## src/rtl/pipeline_pkg.sv

```systemverilog
// Shared pipeline definitions: default widths, branch-type encoding and the
// memory/writeback control bundle carried between pipeline registers.
package pipeline_pkg;

  localparam int unsigned XLEN_DEFAULT       = 64;
  localparam int unsigned REG_ADDR_W_DEFAULT = 5;

  localparam logic [1:0] BR_BEQ = 2'b00;
  localparam logic [1:0] BR_BNE = 2'b01;
  localparam logic [1:0] BR_BLT = 2'b10;
  localparam logic [1:0] BR_BGE = 2'b11;

  typedef struct packed {
    logic reg_write;
    logic mem_read;
    logic mem_write;
    logic mem_to_reg;
  } mem_wb_ctrl_t;

endpackage

```

## src/rtl/ex_mem_stage_if.sv

```systemverilog
// EX/MEM boundary bundle: execute-stage inputs, hazard controls and the
// registered memory-stage / forwarding outputs.
interface ex_mem_stage_if import pipeline_pkg::*; #(
  parameter int unsigned XLEN       = XLEN_DEFAULT,
  parameter int unsigned REG_ADDR_W = REG_ADDR_W_DEFAULT
);
  logic                  in_valid;
  logic                  stall;
  logic                  flush;
  logic [XLEN-1:0]       alu_result;
  logic                  alu_zero;
  logic [XLEN-1:0]       rs2_data;
  logic [XLEN-1:0]       pc_in;
  logic [XLEN-1:0]       imm_in;
  logic [REG_ADDR_W-1:0] rd_in;
  logic                  reg_write_in;
  logic                  mem_read_in;
  logic                  mem_write_in;
  logic                  mem_to_reg_in;
  logic                  branch_in;
  logic [1:0]            branch_type_in;

  logic                  valid_out;
  logic [XLEN-1:0]       result_out;
  logic [XLEN-1:0]       store_data_out;
  logic [REG_ADDR_W-1:0] rd_out;
  logic                  reg_write_out;
  logic                  mem_read_out;
  logic                  mem_write_out;
  logic                  mem_to_reg_out;
  logic                  branch_taken;
  logic [XLEN-1:0]       branch_target;
  logic                  fwd_en;
  logic [REG_ADDR_W-1:0] fwd_rd;
  logic [XLEN-1:0]       fwd_data;

  modport master (
    output in_valid, stall, flush, alu_result, alu_zero, rs2_data, pc_in, imm_in, rd_in,
           reg_write_in, mem_read_in, mem_write_in, mem_to_reg_in, branch_in, branch_type_in,
    input  valid_out, result_out, store_data_out, rd_out, reg_write_out, mem_read_out,
           mem_write_out, mem_to_reg_out, branch_taken, branch_target, fwd_en, fwd_rd, fwd_data
  );

  modport slave (
    input  in_valid, stall, flush, alu_result, alu_zero, rs2_data, pc_in, imm_in, rd_in,
           reg_write_in, mem_read_in, mem_write_in, mem_to_reg_in, branch_in, branch_type_in,
    output valid_out, result_out, store_data_out, rd_out, reg_write_out, mem_read_out,
           mem_write_out, mem_to_reg_out, branch_taken, branch_target, fwd_en, fwd_rd, fwd_data
  );

endinterface

```

## src/rtl/branch_resolve.sv

```systemverilog
// Combinational branch decision from the ALU zero flag and PC-relative target.
module branch_resolve import pipeline_pkg::*; #(
  parameter int unsigned XLEN = XLEN_DEFAULT
) (
  input  logic [1:0]      branch_type_i,
  input  logic            alu_zero_i,
  input  logic            branch_i,
  input  logic            in_valid_i,
  input  logic [XLEN-1:0] pc_i,
  input  logic [XLEN-1:0] imm_i,
  output logic            taken_o,
  output logic [XLEN-1:0] target_o
);

  logic cond;

  // BLT/BGE use the ALU compare op, which yields zero when a < b.
  always_comb begin
    cond = 1'b0;
    unique case (branch_type_i)
      BR_BEQ:  cond = alu_zero_i;
      BR_BNE:  cond = ~alu_zero_i;
      BR_BLT:  cond = alu_zero_i;
      BR_BGE:  cond = ~alu_zero_i;
      default: cond = 1'b0;
    endcase
  end

  assign taken_o  = in_valid_i & branch_i & cond;
  assign target_o = pc_i + (imm_i << 1);

endmodule

```

## src/rtl/ex_mem_stage.sv

```systemverilog
// EX/MEM pipeline register with branch resolution and a registered
// forwarding port. Priority per edge: reset > flush > stall > load.
module ex_mem_stage import pipeline_pkg::*; #(
  parameter int unsigned XLEN       = XLEN_DEFAULT,
  parameter int unsigned REG_ADDR_W = REG_ADDR_W_DEFAULT
) (
  input logic           clk,
  input logic           reset,
  ex_mem_stage_if.slave bus
);

  logic                  valid_d, valid_q;
  mem_wb_ctrl_t          ctrl_d, ctrl_q;
  logic [XLEN-1:0]       result_d, result_q;
  logic [XLEN-1:0]       store_d, store_q;
  logic [REG_ADDR_W-1:0] rd_d, rd_q;
  logic                  taken_d, taken_q;
  logic [XLEN-1:0]       target_d, target_q;

  logic                  br_taken;
  logic [XLEN-1:0]       br_target;

  branch_resolve #(
    .XLEN(XLEN)
  ) u_branch_resolve (
    .branch_type_i(bus.branch_type_in),
    .alu_zero_i   (bus.alu_zero),
    .branch_i     (bus.branch_in),
    .in_valid_i   (bus.in_valid),
    .pc_i         (bus.pc_in),
    .imm_i        (bus.imm_in),
    .taken_o      (br_taken),
    .target_o     (br_target)
  );

  always_comb begin
    valid_d  = valid_q;
    ctrl_d   = ctrl_q;
    result_d = result_q;
    store_d  = store_q;
    rd_d     = rd_q;
    taken_d  = taken_q;
    target_d = target_q;
    if (bus.flush) begin
      valid_d  = 1'b0;
      ctrl_d   = '0;
      result_d = '0;
      store_d  = '0;
      rd_d     = '0;
      taken_d  = 1'b0;
      target_d = '0;
    end else if (!bus.stall) begin
      // A bubble (in_valid=0) still captures data fields; only control is gated.
      valid_d           = bus.in_valid;
      ctrl_d.reg_write  = bus.reg_write_in & bus.in_valid;
      ctrl_d.mem_read   = bus.mem_read_in & bus.in_valid;
      ctrl_d.mem_write  = bus.mem_write_in & bus.in_valid;
      ctrl_d.mem_to_reg = bus.mem_to_reg_in & bus.in_valid;
      result_d          = bus.alu_result;
      store_d           = bus.rs2_data;
      rd_d              = bus.rd_in;
      taken_d           = br_taken;
      target_d          = br_target;
    end
  end

  always_ff @(posedge clk) begin
    if (reset) begin
      valid_q  <= 1'b0;
      ctrl_q   <= '0;
      result_q <= '0;
      store_q  <= '0;
      rd_q     <= '0;
      taken_q  <= 1'b0;
      target_q <= '0;
    end else begin
      valid_q  <= valid_d;
      ctrl_q   <= ctrl_d;
      result_q <= result_d;
      store_q  <= store_d;
      rd_q     <= rd_d;
      taken_q  <= taken_d;
      target_q <= target_d;
    end
  end

  assign bus.valid_out      = valid_q;
  assign bus.result_out     = result_q;
  assign bus.store_data_out = store_q;
  assign bus.rd_out         = rd_q;
  assign bus.reg_write_out  = ctrl_q.reg_write;
  assign bus.mem_read_out   = ctrl_q.mem_read;
  assign bus.mem_write_out  = ctrl_q.mem_write;
  assign bus.mem_to_reg_out = ctrl_q.mem_to_reg;
  assign bus.branch_taken   = taken_q;
  assign bus.branch_target  = target_q;

  // Loads never forward from here; the hazard unit stalls for them instead.
  assign bus.fwd_en   = valid_q & ctrl_q.reg_write & (rd_q != '0) & ~ctrl_q.mem_read;
  assign bus.fwd_rd   = rd_q;
  assign bus.fwd_data = result_q;

endmodule
```

## src/flat_wrapper.sv

```systemverilog
// flat-port wrapper written by rule: the top's interface ports become plain ports
module ex_mem_stage_flat import pipeline_pkg::*;
#(
  parameter int unsigned XLEN       = XLEN_DEFAULT,
  parameter int unsigned REG_ADDR_W = REG_ADDR_W_DEFAULT
)
  (clk, reset, bus_in_valid, bus_stall, bus_flush, bus_alu_result, bus_alu_zero, bus_rs2_data, bus_pc_in, bus_imm_in, bus_rd_in, bus_reg_write_in, bus_mem_read_in, bus_mem_write_in, bus_mem_to_reg_in, bus_branch_in, bus_branch_type_in, bus_valid_out, bus_result_out, bus_store_data_out, bus_rd_out, bus_reg_write_out, bus_mem_read_out, bus_mem_write_out, bus_mem_to_reg_out, bus_branch_taken, bus_branch_target, bus_fwd_en, bus_fwd_rd, bus_fwd_data);
  ex_mem_stage_if #(.XLEN(XLEN), .REG_ADDR_W(REG_ADDR_W)) bus_i ();
  input logic clk;
  input logic reset;
  input wire logic [$bits(bus_i.in_valid)-1:0] bus_in_valid;
  input wire logic [$bits(bus_i.stall)-1:0] bus_stall;
  input wire logic [$bits(bus_i.flush)-1:0] bus_flush;
  input wire logic [$bits(bus_i.alu_result)-1:0] bus_alu_result;
  input wire logic [$bits(bus_i.alu_zero)-1:0] bus_alu_zero;
  input wire logic [$bits(bus_i.rs2_data)-1:0] bus_rs2_data;
  input wire logic [$bits(bus_i.pc_in)-1:0] bus_pc_in;
  input wire logic [$bits(bus_i.imm_in)-1:0] bus_imm_in;
  input wire logic [$bits(bus_i.rd_in)-1:0] bus_rd_in;
  input wire logic [$bits(bus_i.reg_write_in)-1:0] bus_reg_write_in;
  input wire logic [$bits(bus_i.mem_read_in)-1:0] bus_mem_read_in;
  input wire logic [$bits(bus_i.mem_write_in)-1:0] bus_mem_write_in;
  input wire logic [$bits(bus_i.mem_to_reg_in)-1:0] bus_mem_to_reg_in;
  input wire logic [$bits(bus_i.branch_in)-1:0] bus_branch_in;
  input wire logic [$bits(bus_i.branch_type_in)-1:0] bus_branch_type_in;
  output wire logic [$bits(bus_i.valid_out)-1:0] bus_valid_out;
  output wire logic [$bits(bus_i.result_out)-1:0] bus_result_out;
  output wire logic [$bits(bus_i.store_data_out)-1:0] bus_store_data_out;
  output wire logic [$bits(bus_i.rd_out)-1:0] bus_rd_out;
  output wire logic [$bits(bus_i.reg_write_out)-1:0] bus_reg_write_out;
  output wire logic [$bits(bus_i.mem_read_out)-1:0] bus_mem_read_out;
  output wire logic [$bits(bus_i.mem_write_out)-1:0] bus_mem_write_out;
  output wire logic [$bits(bus_i.mem_to_reg_out)-1:0] bus_mem_to_reg_out;
  output wire logic [$bits(bus_i.branch_taken)-1:0] bus_branch_taken;
  output wire logic [$bits(bus_i.branch_target)-1:0] bus_branch_target;
  output wire logic [$bits(bus_i.fwd_en)-1:0] bus_fwd_en;
  output wire logic [$bits(bus_i.fwd_rd)-1:0] bus_fwd_rd;
  output wire logic [$bits(bus_i.fwd_data)-1:0] bus_fwd_data;
  assign bus_i.in_valid = bus_in_valid;
  assign bus_i.stall = bus_stall;
  assign bus_i.flush = bus_flush;
  assign bus_i.alu_result = bus_alu_result;
  assign bus_i.alu_zero = bus_alu_zero;
  assign bus_i.rs2_data = bus_rs2_data;
  assign bus_i.pc_in = bus_pc_in;
  assign bus_i.imm_in = bus_imm_in;
  assign bus_i.rd_in = bus_rd_in;
  assign bus_i.reg_write_in = bus_reg_write_in;
  assign bus_i.mem_read_in = bus_mem_read_in;
  assign bus_i.mem_write_in = bus_mem_write_in;
  assign bus_i.mem_to_reg_in = bus_mem_to_reg_in;
  assign bus_i.branch_in = bus_branch_in;
  assign bus_i.branch_type_in = bus_branch_type_in;
  assign bus_valid_out = bus_i.valid_out;
  assign bus_result_out = bus_i.result_out;
  assign bus_store_data_out = bus_i.store_data_out;
  assign bus_rd_out = bus_i.rd_out;
  assign bus_reg_write_out = bus_i.reg_write_out;
  assign bus_mem_read_out = bus_i.mem_read_out;
  assign bus_mem_write_out = bus_i.mem_write_out;
  assign bus_mem_to_reg_out = bus_i.mem_to_reg_out;
  assign bus_branch_taken = bus_i.branch_taken;
  assign bus_branch_target = bus_i.branch_target;
  assign bus_fwd_en = bus_i.fwd_en;
  assign bus_fwd_rd = bus_i.fwd_rd;
  assign bus_fwd_data = bus_i.fwd_data;
  ex_mem_stage #(.XLEN(XLEN), .REG_ADDR_W(REG_ADDR_W)) u_core (.clk(clk), .reset(reset), .bus(bus_i));
endmodule
```

## config.mk

```make
export PLATFORM = sky130hd
export DESIGN_NAME = ex_mem_stage_flat
export DESIGN_NICKNAME = d
export VERILOG_FILES = /design/src/rtl/pipeline_pkg.sv /design/src/rtl/ex_mem_stage_if.sv /design/src/rtl/branch_resolve.sv /design/src/rtl/ex_mem_stage.sv /design/src/flat_wrapper.sv
export SDC_FILE = /design/constraint.sdc
export NUM_CORES = 1
export LEC_CHECK = 0
export CAP_MARGIN = 20
export CORE_AREA = 10 10 206 208
export DETAILED_ROUTE_END_ITERATION = 16
export DIE_AREA = 0 0 216 218
export SETUP_SLACK_MARGIN = 0.4
export SYNTH_ARGS = -nofsm -noshare
export SYNTH_HDL_FRONTEND = slang
export SYNTH_SLANG_ARGS = --single-unit
export TNS_END_PERCENT = 10
```

## constraint.sdc

```tcl
create_clock -name clk -period 2.9 [get_ports clk]
set_input_delay 0.58 -clock clk [delete_from_list [all_inputs] [get_ports clk]]
set_output_delay 0.58 -clock clk [all_outputs]
set_load 0.005 [all_outputs]
```

* After elaboration in Yosys (flattened, before gate mapping)
Index checks and enable logic that the tools add are counted.
Widths: inputs -> output; s select.
** Word-level totals
- Register bits after elaboration :: 203
- Input port bits :: 274
- Logic and storage cells :: 31
** Operators by class
- Reduce and logical (&&, ||, !) cells :: 5
- Bitwise logic cells :: 11
- Add/sub/neg operators :: 1
- Multiplexer cells :: 1
- Eq/ne operators :: 3
** Operators with widths (number)
- $add 64x64->64 :: 1
- $and 1x1->1 :: 9
- $reduce_or 2->1 :: 3
- $reduce_bool 5->1 :: 1
- $eq 2x2->1 const B :: 2
- $eq 2x1->1 const B :: 1
- $logic_not 2->1 :: 1
- $not 1->1 :: 2
- $pmux 1 s2 :: 1

* Logic depth before layout (Yosys ltp)
Gate-level depths: netlist of run 1.
- Depth in word-level cells :: 4
- Mapped depth :: 12
- Depth with buffers taken out :: 12

* By module
A second synthesis of run 1 with hierarchy kept.
** Second synthesis, totals
- Cell total of the unflattened synthesis :: 1295
- Area total of the unflattened synthesis :: 11681.2 um^2
** Modules (own cells, without submodules)
- ex_mem_stage :: area each 7855.0 um^2, cells an instance 733, instances 1, sequential area each 4063.9 um^2
- branch_resolve :: area each 3826.2 um^2, cells an instance 562, instances 1, sequential area each 0.0 um^2

* Worst setup path after synthesis of run 1
OpenSTA, ideal clock, no wires.
- Path type :: input -> register
- From :: input bus_imm_in[0]
- To :: register u_core.target_q[47] (netlist: u_core.bus.branch_target[47])
- Setup slack :: -0.141 ns
- Stages :: 12
- Required time :: 2.774 ns
- Buffers on the path :: 0
- Data arrival time :: 2.914 ns
- Cell sequence :: ha_1 > fa_1 > a21oi_1 > o211ai_4 > o211ai_4 > nand3_2 > a31oi_2 > o31ai_4 > a32o_1 > a311oi_1 > xor2_1 > o21ai_1
** Between the ends
- Word-level cells in the longest chain between the ends :: 1
** Ends and longest elaborated chain
- start: declaration :: line flat_wrapper.sv:18 : input wire logic [$bits(bus_i.imm_in)-1:0] bus_imm_in;
- $add 64x64->64 :: line branch_resolve.sv:30 : assign target_o = pc_i + (imm_i << 1);
- end signal: assignment :: line ex_mem_stage.sv:83 : target_q <= target_d;
- end: declaration :: line ex_mem_stage.sv:18 : logic [XLEN-1:0] target_d, target_q;
Every way passes these cells.
A chain may end at the register's enable or synchronous reset.

* Worst setup path in the final report of run 1
- From :: input bus_pc_in[29]
- To :: register u_core.target_q[61] (netlist: u_core.bus.branch_target[61])
** Between the ends
- Word-level cells in the longest chain between the ends :: 1
** Ends and longest elaborated chain
- start: declaration :: line flat_wrapper.sv:17 : input wire logic [$bits(bus_i.pc_in)-1:0] bus_pc_in;
- $add 64x64->64 :: line branch_resolve.sv:30
Every way passes these cells.

==> results of run 1 <==
==> critical path, stage by stage <==
cell,delay [ns]
buf_6,0.09
ha_4,0.30
inv_2,0.05
or4_4,0.59
a2111oi_4,0.43
o311ai_2,0.14
buf_4,0.17
a2111oi_4,0.33
nor2_2,0.08
o21ai_2,0.14
xnor2_1,0.13
o21ai_1,0.07
==> cells in the mapped netlist (12+ instances only) <==
| library cell | instances |
|---|---|
| a21o_1 | 32 |
| a21oi_1 | 109 |
| buf_2 | 15 |
| buf_4 | 70 |
| clkbuf_1 | 48 |
| dfxtp_1 | 203 |
| ha_1 | 62 |
| inv_1 | 20 |
| mux2i_1 | 147 |
| nand2_1 | 53 |
| nand3_1 | 35 |
| nand4_1 | 16 |
| nor2_1 | 242 |
| nor3_1 | 13 |
| o21ai_0 | 35 |
| o21ai_1 | 12 |
| xnor2_1 | 32 |
| xor2_1 | 23 |
==> sequential cells by signal, summed over array words and instances, names as in the netlist <==
name	count
u_core.bus.branch_taken	1
u_core.bus.reg_write_out	1
u_core.bus.mem_read_out	1
u_core.bus.valid_out	1
u_core.bus.store_data_out	64
u_core.bus.mem_to_reg_out	1
u_core.bus.fwd_data	64
u_core.bus.mem_write_out	1
u_core.bus.branch_target	64
u_core.bus.fwd_rd	5
==> metal layers <==
metal  part of all wire (%)  wire length [µm]  vias to the layer above
li1                       -                 -                     5907
met1                     41             21700                     5719
met2                     50             26100                      411
met3                    6.3              3280                       71
met4                    2.4              1240                        2
met5                  0.015                 8                        -
==> final cells by class <==
type	count	area, µm²	area share, %
Timing Repair Buffer	789	7270	35.6
Clock buffer	32	693	3.39
Clock inverter	16	184	0.901
Multi-Input combinational cell	950	7470	36.6
Tap cell	518	648	3.17
Antenna cell	2	5.00	0.0245
Inverter	21	78.8	0.386
Sequential cell	203	4070	19.9
==> per-stage QoR <==
stage	hold slack [ns]	std cells
6_report	0.397	2531
5_1_grt	0.448	2531
4_1_cts	0.403	2514
3_5_place_dp	0.460	2434
3_3_place_gp	0.451	2434
2_1_floorplan	0.458	1318
==> worst max-delay path by stage <==
| stage | cells after the start | endpoint | slack [ns] | start |
|---|---|---|---|---|
| floorplan | 11 | u_core.bus.branch_target[63] | 0.11 | bus_imm_in[10] |
| global placement | 14 | u_core.bus.branch_target[60] | -0.74 | bus_imm_in[33] |
| detailed placement | 13 | u_core.bus.branch_target[62] | -0.75 | bus_imm_in[28] |
| CTS | 14 | u_core.bus.branch_target[47] | 0.21 | bus_imm_in[1] |
| global route | 12 | u_core.bus.branch_target[61] | 0.12 | bus_pc_in[29] |
| finish | 12 | u_core.bus.branch_target[61] | 0.22 | bus_pc_in[29] |
==> power breakdown <==
| group | total (mW) | internal, mW | switching (mW) |
|---|---|---|---|
| combinational | 2.75 | 1.53 | 1.22 |
| sequential | 2.98 | 2.90 | 0.0798 |
| clock | 3.29 | 1.98 | 1.32 |
| total | 9.03 | 6.41 | 2.62 |
==> repair_timing <==
action,4_1_cts,5_1_grt
gates resized for setup,230,175
setup buffers,32,15
setup endpoints to repair,49,44
pin swaps,68,105
==> kinds of logic (layout without fill, tap and decap cells) <==
kind of cell,count (synthesis),after routing,synth area share [%]
and+or+nand+nor,414,414,16.3
AOI/OAI and AO/OA,271,271,15.8
DFF,203,203,35.8
buffers and inverters,165,858,7.93
muxes,147,147,13.0
adders and majority gates,63,63,7.01
xor gates and xnor gates,55,55,4.24
other,0,2,0
==> metrics, run 1 <==
maximum vdd drop=0.000408 V; Hold-fix buffers, CTS=0; Slew HR=48.4%; Area contributors post-synth=dfxtp_1, mux2i_1, nor2_1; commonest non-fill, non-tap cell in the layout=clkdlybuf4s50_1; Synth Net Count=1655; fillers=3493; critical path type=primary input to flip-flop; Fin. Hold Viols=0; CP startpoint kind=primary input; Reg2Reg Setup Slack=2.08 ns; DR pass1 iterations=5; Final TNS setup=0 ns; GR Util met2=36.5%; H-tree depth=1; Final Slew Violations=0; DR WL/cell=20.7 µm; post-synthesis sequential area ratio=35.8%; CTS root buf=clkbuf_16; share of cells above drive strength 1=25.2%; Synth area leader=dfxtp_1; max cap viols=0; post-synth cell types=77; DR vias=12100; PwrDens=442 nW/µm²; dpl ws=-0.748 ns; fmax=374 MHz; RSZ-0062 raised after global routing=yes; leak pwr=8.54 nW; commonest cells after routing, fill and taps aside=clkdlybuf4s50_1, nor2_1, buf_4; CTS tree=built; GRT Util Overall=20.6%; Vert. Die Dim=218 µm; DRT antenna net count=0; GRT Residual Overflow=0; final instance area=20400 µm²; first-pass GRT wire length=77.0 mm; Clock Path Buffers=3; Layout Nets=2328; Worst-Margin Slew=0.771 ns; Cell Area, Synth=11400 µm²; CORE AREA=38300 µm²; CP Data Arrival Time=3.11 ns; most frequently used flop master after synthesis=dfxtp_1; Die X=216 µm; period utilization=92.3%; Final min period=2.68 ns; Final WS setup=0.224 ns; DRC viols=0; total CTS buffers=26; Starting Density=29.7%; std cell rows=72; DR vias/cell=4.78; initial antenna violation count=3; grt met1 use=24.6%; Ports=547; Cell Area, Placed=18600 µm²; Hold Path Class=primary input to flip-flop; Design Power=9.03 mW; gpl congestion=0.912; Worst R2R End=u_core.bus.branch_target[44]; Setup crit end kind=flip-flop; DR iter-0 viols=728; ys async rst share=0%; Synth top area share=35.8%; Area Growth Syn to Fin=79.8%; I/O Buffers=544; worst clock skew=0 ns; Post-Synthesis Cells=1318; worst path required time=3.34 ns; Clk Latency, worst-skew pair=0.55 ns; hold endpoint=u_core.bus.branch_target[1]; Post-synth EDFFs=0; FF+latch count, synth=203; Clock transition at path regs=0.06 ns; vias in the first global route=12300; layer with the highest usage=met2; clock sinks=203; R2R cell count=3; Worst Hold Launch=bus_pc_in[1]; worst hold path depth=4; Setup violations, final=0; M3 GR Usage=4.38%; syn_area_per_cell=8.62 µm²; top fanout value on the critical path=4; full die area=47100 µm²; YS warnings=0; final WL=52.4 mm; Layout Utilization=53.3%; largest net degree at the start of global routing=99; post-DP HPWL=42.0 mm; status=completed; RR Startpoint=u_core.bus.branch_target[44]
Power figures use the tool's default switching activity.
==> run 2: changes to the inputs <==
Settings changed: CTS_CLUSTER_DIAMETER set to 40.
==> metrics, run 2 (synthesis gave the netlist of run 1 again) <==
status=completed; Final WS setup=0.244 ns (+0.0199 ns); Worst R2R End=u_core.bus.branch_target[44]; Clock Path Buffers=3 (unchanged); worst path required time=3.39 ns (+0.05 ns); final instance area=20800 µm² (+1.7%); Setup crit end kind=flip-flop; final WL=52.9 mm (+0.97%); Cell Area, Placed=18600 µm² (unchanged); worst setup path startpoint=bus_imm_in[42]; I/O Buffers=544 (unchanged); Die X=216 µm (unchanged); GR Util met2=36.0% (-0.42 points); critical path depth in cells=9 (-3); Layout Nets=2340 (+0.52%); DR iter-0 viols=739 (+1.5%); fillers=3438 (-1.6%); share of cells above drive strength 1=25.0% (-0.22 points); critical path type=primary input to flip-flop; Ports=547 (unchanged); Clk Latency, worst-skew pair=0.53 ns (-0.02 ns); first-pass GRT wire length=78.1 mm (+1.5%); DR vias/cell=4.77 (-0.33%); Starting Density=29.7% (unchanged); worst clock skew=0 ns (unchanged); Layout Utilization=54.2% (+0.91 points); slowest CP cell=or4_4; initial antenna violation count=4 (+1); RSZ-0062 raised after global routing=yes; total CTS buffers=38 (+46%); full die area=47100 µm² (unchanged); DR vias=12200 (+0.58%); Fin. Hold Viols=0 (unchanged); largest net degree at the start of global routing=99 (unchanged); worst-path cell chain=clkdlybuf4s50_1, ha_1, nand4_1, or3_4, or4_4, o21ai_4, a21oi_1, or4_1, nand3_1; Setup violations, final=0 (unchanged); Vert. Die Dim=218 µm (unchanged); Worst Hold Launch=bus_pc_in[1]; Hold Slack=0.417 ns (+0.0202 ns); Worst path max stage delay=0.44 ns (-0.15 ns); gpl congestion=0.912 (unchanged); crit path buf inv count=1 (-2); Reg2Reg Setup Slack=2.08 ns (about the same); CP startpoint kind=primary input; DR pass1 iterations=5 (unchanged); commonest cells after routing, fill and taps aside=clkdlybuf4s50_1, nor2_1, buf_4; layer with the highest usage=met2; CORE AREA=38300 µm² (unchanged); GRT Residual Overflow=0 (unchanged); commonest non-fill, non-tap cell in the layout=clkdlybuf4s50_1; max cap viols=0 (unchanged); maximum vdd drop=0.000337 V (-17%); period utilization=91.6% (-0.68 points); Clock transition at path regs=0.05 ns (about the same); CP top delay family=simple AND/OR/NAND/NOR gates; dpl ws=-0.748 ns (unchanged); Final Slew Violations=0 (unchanged); leak pwr=8.65 nW (+1.3%); Critical Path End=u_core.bus.branch_target[52]; grt met1 use=24.6% (-0.029 points); std cell rows=72 (unchanged); post-DP HPWL=42.0 mm (unchanged); Worst-Margin Slew=0.879 ns (+0.108 ns); RR Startpoint=u_core.bus.branch_target[44]; H-tree depth=2 (+1); DRT antenna net count=0 (unchanged); PwrDens=494 nW/µm² (+12%); DR WL/cell=20.7 µm (about the same); CTS root buf=clkbuf_16; Hold Path Class=primary input to flip-flop; Hold-fix buffers, CTS=0 (unchanged); fmax=377 MHz (+0.75%); CP Data Arrival Time=3.15 ns (+0.04 ns); CTS tree=built; Area Growth Syn to Fin=82.9%; GRT Util Overall=21.2% (+0.60 points); Slew HR=41.2% (-7.3 points); M3 GR Usage=5.76% (+1.4 points); Final min period=2.66 ns (-0.0199 ns); DRC viols=0 (unchanged); R2R cell count=3 (unchanged); vias in the first global route=12600 (+2.1%); top fanout value on the critical path=4 (unchanged); clock sinks=203 (unchanged)
[run 2: what timing repair did]
| action | CTS | global route |
|---|---|---|
| gates cloned | 0 | 0 |
| endpoints found under the setup margin | 49 | 43 |
| pin swaps | 89 | 38 |
| gates resized for setup | 315 | 49 |
| setup buffers | 39 | 8 |
[run 2: tightest hold or removal path, cell delays in order]
cell	delay [ns]
buf_6	0.07
ha_4	0.11
mux2i_1	0.06
nor2_1	0.08
[run 2: how the worst min path moves through the flow]
stage	endpoint	slack [ns]	depth (start not counted)
after floorplan	u_core.bus.branch_target[6]	0.46	2
after global placement	u_core.bus.branch_target[6]	0.45	2
after detailed placement	u_core.bus.branch_target[6]	0.46	2
after CTS	u_core.bus.branch_target[1]	0.38	4
after global routing	u_core.bus.branch_target[1]	0.47	4
final	u_core.bus.branch_target[1]	0.42	4
[run 2: area by class of cell]
cell class,count,area [µm²],area share [%]
Antenna cell,3,7.51,0.0361
Tap cell,518,648,3.12
Sequential cell,203,4070,19.6
Clock inverter,21,256,1.24
Multi-Input combinational cell,950,7370,35.5
Clock buffer,49,1060,5.12
Inverter,21,78.8,0.380
Timing Repair Buffer,789,7280,35.0
[run 2: power by group]
group          leakage, nW  internal (mW)  switching, mW
Clock                0.639           2.97           1.59
Combinational         6.35           1.51           1.21
Sequential            1.65           2.91         0.0797
Total                 8.65           7.39           2.88
[run 2: per-stage QoR]
step	total power, mW	setup TNS, ns	std cells
floorplan	4.23	0	1318
global placement	5.51	-21.29	2434
detailed placement	5.53	-22.44	2434
CTS	10.3	0	2543
global route	10.7	0	2554
finish	10.3	0	2554
[run 2: routing by layer]
| layer | wire (µm) | share of wire, % | up-vias |
|---|---|---|---|
| met3 | 3670 | 6.9 | 91 |
| met1 | 21500 | 41 | 5709 |
| met4 | 1950 | 3.7 | 2 |
| met5 | 8 | 0.015 | - |
| li1 | - | - | 5933 |
| met2 | 25800 | 49 | 445 |
==> patch 1: new RTL, settings of run 1 <==
Take the reset off `result_q` and load it in a clocked block of its own.
--- a/src/rtl/ex_mem_stage.sv
+++ b/src/rtl/ex_mem_stage.sv
@@ -68,7 +68,6 @@
     if (reset) begin
       valid_q  <= 1'b0;
       ctrl_q   <= '0;
-      result_q <= '0;
       store_q  <= '0;
       rd_q     <= '0;
       taken_q  <= 1'b0;
@@ -76,12 +75,15 @@
     end else begin
       valid_q  <= valid_d;
       ctrl_q   <= ctrl_d;
-      result_q <= result_d;
       store_q  <= store_d;
       rd_q     <= rd_d;
       taken_q  <= taken_d;
       target_q <= target_d;
     end
+  end
+
+  always_ff @(posedge clk) begin
+    result_q <= result_d;
   end
 
   assign bus.valid_out      = valid_q;
Function: changed (a bounded check fails within 4 cycles, from zero or initial values; the reset may be asserted at any time).
==> patch 1 against run 1 <==
The run now ends with setup timing left. Non-clock buffer count down 5. Global-route usage down 0.59 points. Total power down 2.1%. Synthesized area down 2.9%. Sequential cell count unchanged. Cell area down 1.9%. Setup slack worse by 230 ps. Critical path type unchanged. Fmax down 7.9%. Wire length down 4.5%.
==> patch 1: results (changes against run 1) <==
- Run status: complete, but fails checks
- Failing checks: setup timing
- GR Util met2: 34.7% (-1.8 points)
- Top cells by area, synth: dfxtp_1, mux2i_1, nor2_1, ha_1, a21oi_1
- CP max stage delay: 430 ps (-160 ps)
- DRT met1 WL: 20,200 um (-7.2%)
- Routability cong.: 0.936 (+2.6%)
- Slew @ Worst Pin: 736 ps (-35.4 ps)
- Vias in the first global route: 12,315 (+0.089%)
- Static leakage: 8.54 nW (about the same)
- Final worst slack: -5.63 ps (-230 ps)
- WL met3: 4140 um (+26%)
- Crit-path max FO: 4 (unchanged)
- GRT met3 Usage: 6.37% (+2.0 points)
- Clock Pin Slew Worst Setup and Hold Paths: 60 ps (about the same)
- Antenna violations before repair: 1 (-2)
- Pre-antenna DRT Iters: 5 (unchanged)
- Cts bufs inserted: 25 (-3.8%)
- Synth cell count leaders: nor2_1, dfxtp_1, mux2i_1
- Crit path DAT: 3340 ps (+230 ps)
- Fraction of the mapped netlist area in compound gates: 14.8% (-1.0 points)
- Fraction of layout cells with a size suffix above 1: 22.1% (-3.1 points)
- Sequential fraction of the synthesis area: 36.8% (+1.1 points)
- Multiplexer share of the synthesized area: 13.0% (+0.021 points)
- Setup bufs post-CTS: 23 (-28%)
- Routed WL: 50,000 um (-4.5%)
- Syn nets: 1,637 (-1.1%)
- GRT Total Usage: 20.0% (-0.59 points)
- Slowest stage cell, crit path: fa_2
- Met2 Wirelength: 24,500 um (-6.2%)
- First-pass GRT wire length: 74,700 um (-3.0%)
- Synth Area per Inst: 8.49 sq um (-1.5%)
- Setup_tns: -6.51 ps (-6.51 ps)
- Post-cts resize count: 239 (+3.9%)
- HPWL after DPL: 39,500 um (-5.8%)
- Peak supply drop: 0.000378 V (-7.3%)
- Inst Count DP: 2,428 (-0.25%)
- XOR/XNOR share of the synthesized area: 4.68% (+0.44 points)
- Final std cells w/o fill: 2,507 (-0.95%)
- Adder-cell share of the synthesized area: 7.21% (+0.21 points)
- Final setup fails: 2 (+2)
- Largest net degree at the start of global routing: 77 (-22%)
- GR Util met1: 23.2% (-1.4 points)
- Final nets: 2,307 (-0.90%)
- Post-synthesis cell type count: 66 (-14%)
- Initial DRC count: 549 (-25%)
- Highest Signal Layer: met4
- Via density: 4.69 (-2.1%)
-- patch 1: power by group --
| part | internal, W | switching (W) | total, W | leakage (nW) |
|---|---|---|---|---|
| sequential | 0.00293 | 0.0000970 | 0.00302 | 1.66 |
| combinational | 0.00157 | 0.00119 | 0.00276 | 6.49 |
| clock | 0.00178 | 0.00127 | 0.00305 | 0.387 |
| total | 0.00628 | 0.00256 | 0.00884 | 8.54 |
-- patch 1: layout make-up --
class / count / area [sq um]
antenna: 1 / 2.50
clock buffer: 41 / 756
inverter: 11 / 42.5
fill: 3545 / 18200
tap: 518 / 648
sequential: 203 / 4060
timing repair buffer: 784 / 7330
multi-input combinational: 945 / 7160
clock inverter: 4 / 37.5
-- patch 1: worst paths after layout --
kind / end / start / cells past startpoint / slack [ps]
worst max-delay path: u_core.bus.branch_target[45]$_SDFFE_PP0N_ / bus_imm_in[1] / 15 / -6
worst min-delay path: u_core.bus.branch_target[1]$_SDFFE_PP0N_ / bus_imm_in[0] / 4 / 390
worst max register to register: u_core.bus.branch_target[56]$_SDFFE_PP0N_ / u_core.bus.branch_target[56]$_SDFFE_PP0N_ / 2 / 2070
worst min register to register: u_core.bus.branch_target[57]$_SDFFE_PP0N_ / u_core.bus.branch_target[57]$_SDFFE_PP0N_ / 2 / 460
-- patch 1: per-stage QoR --
stage	setup slack (ps)	util (%)	area, sq um	total power (W)	hold WS, ps
6_report	-5.63	52.3	20000	0.00884	393
5_1_grt	-116	52.3	20000	0.00927	410
4_1_cts	-63.7	51.2	19600	0.00883	371
3_5_place_dp	-1070	47.1	18000	0.00555	449
3_3_place_gp	-1020	47.1	18000	0.00553	444
2_1_floorplan	-214	-	11100	0.00419	442
==> patch 2: new RTL, config.mk and constraints of run 1 <==
Without the edit above. Change the package constant `REG_ADDR_W_DEFAULT` from 5 to 6.
--- a/src/rtl/pipeline_pkg.sv
+++ b/src/rtl/pipeline_pkg.sv
@@ -3,7 +3,7 @@
 package pipeline_pkg;
 
   localparam int unsigned XLEN_DEFAULT       = 64;
-  localparam int unsigned REG_ADDR_W_DEFAULT = 5;
+  localparam int unsigned REG_ADDR_W_DEFAULT = 6;
 
   localparam logic [1:0] BR_BEQ = 2'b00;
   localparam logic [1:0] BR_BNE = 2'b01;
Interface: changed (resized bus_fwd_rd, bus_rd_in and bus_rd_out); port bits go from 547 to 550. No check against the original RTL was run, so the function may have changed too.
==> patch 2 against run 1 <==
Synthesized area is 0.99% higher. Global-route usage is 0.84 points higher. Cell area is 0.12% higher. Setup slack worse by 85 ps. Fmax is 3.1% lower. Critical path type unchanged. Largest cell class is now buffers. Sequential cell count is 1 higher. Wire length is 3.0% higher. Total power is 2.2% lower.
==> patch 2: results (changes against run 1) <==
- Final std cells w/o fill: 2,566 (+1.4%)
- Hold Slack: 435 ps (+38.6 ps)
- Multi-input logic area: 7300 sq um (-2.3%)
- Dpl ws: -807 ps (-58.9 ps)
- Register area: 4080 sq um (+0.46%)
- Relative slew slack: 55.5% (+7.1 points)
- ANT cells: 1 (-1)
- Worst R2R Path Depth: 2 (-1)
- Routability cong.: 0.908 (-0.38%)
- Adder-cell share of the synthesized area: 6.94% (-0.069 points)
- Count of plain and timing-repair buffers in the layout: 816 (+3.4%)
- Net Switching: 0.00257 W (-1.7%)
- Synth cell count leaders: nor2_1, dfxtp_1, mux2i_1
- Inst Count DP: 2,467 (+1.4%)
- Vias in the first global route: 12,689 (+3.1%)
- Synth Area per Inst: 8.59 sq um (-0.29%)
- Drt wl/cell: 21.0 um (+1.6%)
- Worst r2r src: u_core.bus.fwd_rd[3]$_SDFFE_PP0N_
- Flop pwr share: 34.0% (+1.0 points)
- Port Buffer Count: 547 (+0.55%)
- Setup bufs post-CTS: 42 (+31%)
- Top cells by area, synth: dfxtp_1, mux2i_1, nor2_1, ha_1, buf_4
- First-pass GRT wire length: 79,400 um (+3.1%)
- Internal: 0.00626 W (-2.4%)
- Clk. pwr: 0.00314 W (-5%)
- Static leakage: 8.62 nW (+1.0%)
- Run status: complete, no violations
- HPWL after DPL: 42,600 um (+1.5%)
- Clkbuf count: 34 (+6.3%)
- GRT met3 Usage: 7.27% (+2.9 points)
- WL met3: 4560 um (+39%)
- Synth-to-layout area growth: 78.2%
- Initial DRC count: 790 (+8.5%)
- Cts bufs inserted: 25 (-3.8%)
- Largest net degree at the start of global routing: 84 (-15%)
- DRT met1 WL: 22,400 um (+3.0%)
- Fraction of layout cells with a size suffix above 1: 22.7% (-2.5 points)
- Peak supply drop: 0.000350 V (-14%)
- #MultiIn Comb: 964 (+1.5%)
- DR vias: 12,290 (+1.5%)
- Post-cts resize count: 228 (-0.87%)
- Crit path DAT: 3190 ps (+80 ps)
- Multiplexer share of the synthesized area: 12.9% (-0.040 points)
- GR Util met2: 36.0% (-0.48 points)
- Sequential cells: 204 (+0.49%)
- Fill cells: 3,507 (+0.40%)
- Non-CTS inverters: 18 (-14%)
- Post-DP Area: 18,500 sq um (-0.48%)
- XOR/XNOR share of the synthesized area: 4.20% (-0.042 points)
- GR Util met1: 25.9% (+1.2 points)
## patch 2: critical path: stages
cell	delay (ps)
dlygate4sd2_1	270
ha_4	170
a21oi_1	180
nor2_2	50
or3_1	390
o211ai_1	300
nand3_1	160
a21oi_2	270
buf_4	170
o21ai_2	50
buf_6	150
buf_6	110
xor2_2	140
mux2i_1	130
nor2_1	60
## patch 2: worst max-delay path by stage
stage	from	to	slack, ps
after global placement	bus_imm_in[9]	u_core.bus.branch_target[56]$_SDFFE_PP0N_	-800
after floorplan	bus_imm_in[34]	u_core.bus.branch_target[61]$_SDFFE_PP0N_	60
after global routing	bus_imm_in[35]	u_core.bus.branch_target[61]$_SDFFE_PP0N_	30
after detailed placement	bus_imm_in[9]	u_core.bus.branch_target[56]$_SDFFE_PP0N_	-810
final	bus_pc_in[6]	u_core.bus.branch_target[48]$_SDFFE_PP0N_	140
after CTS	bus_imm_in[35]	u_core.bus.branch_target[61]$_SDFFE_PP0N_	100
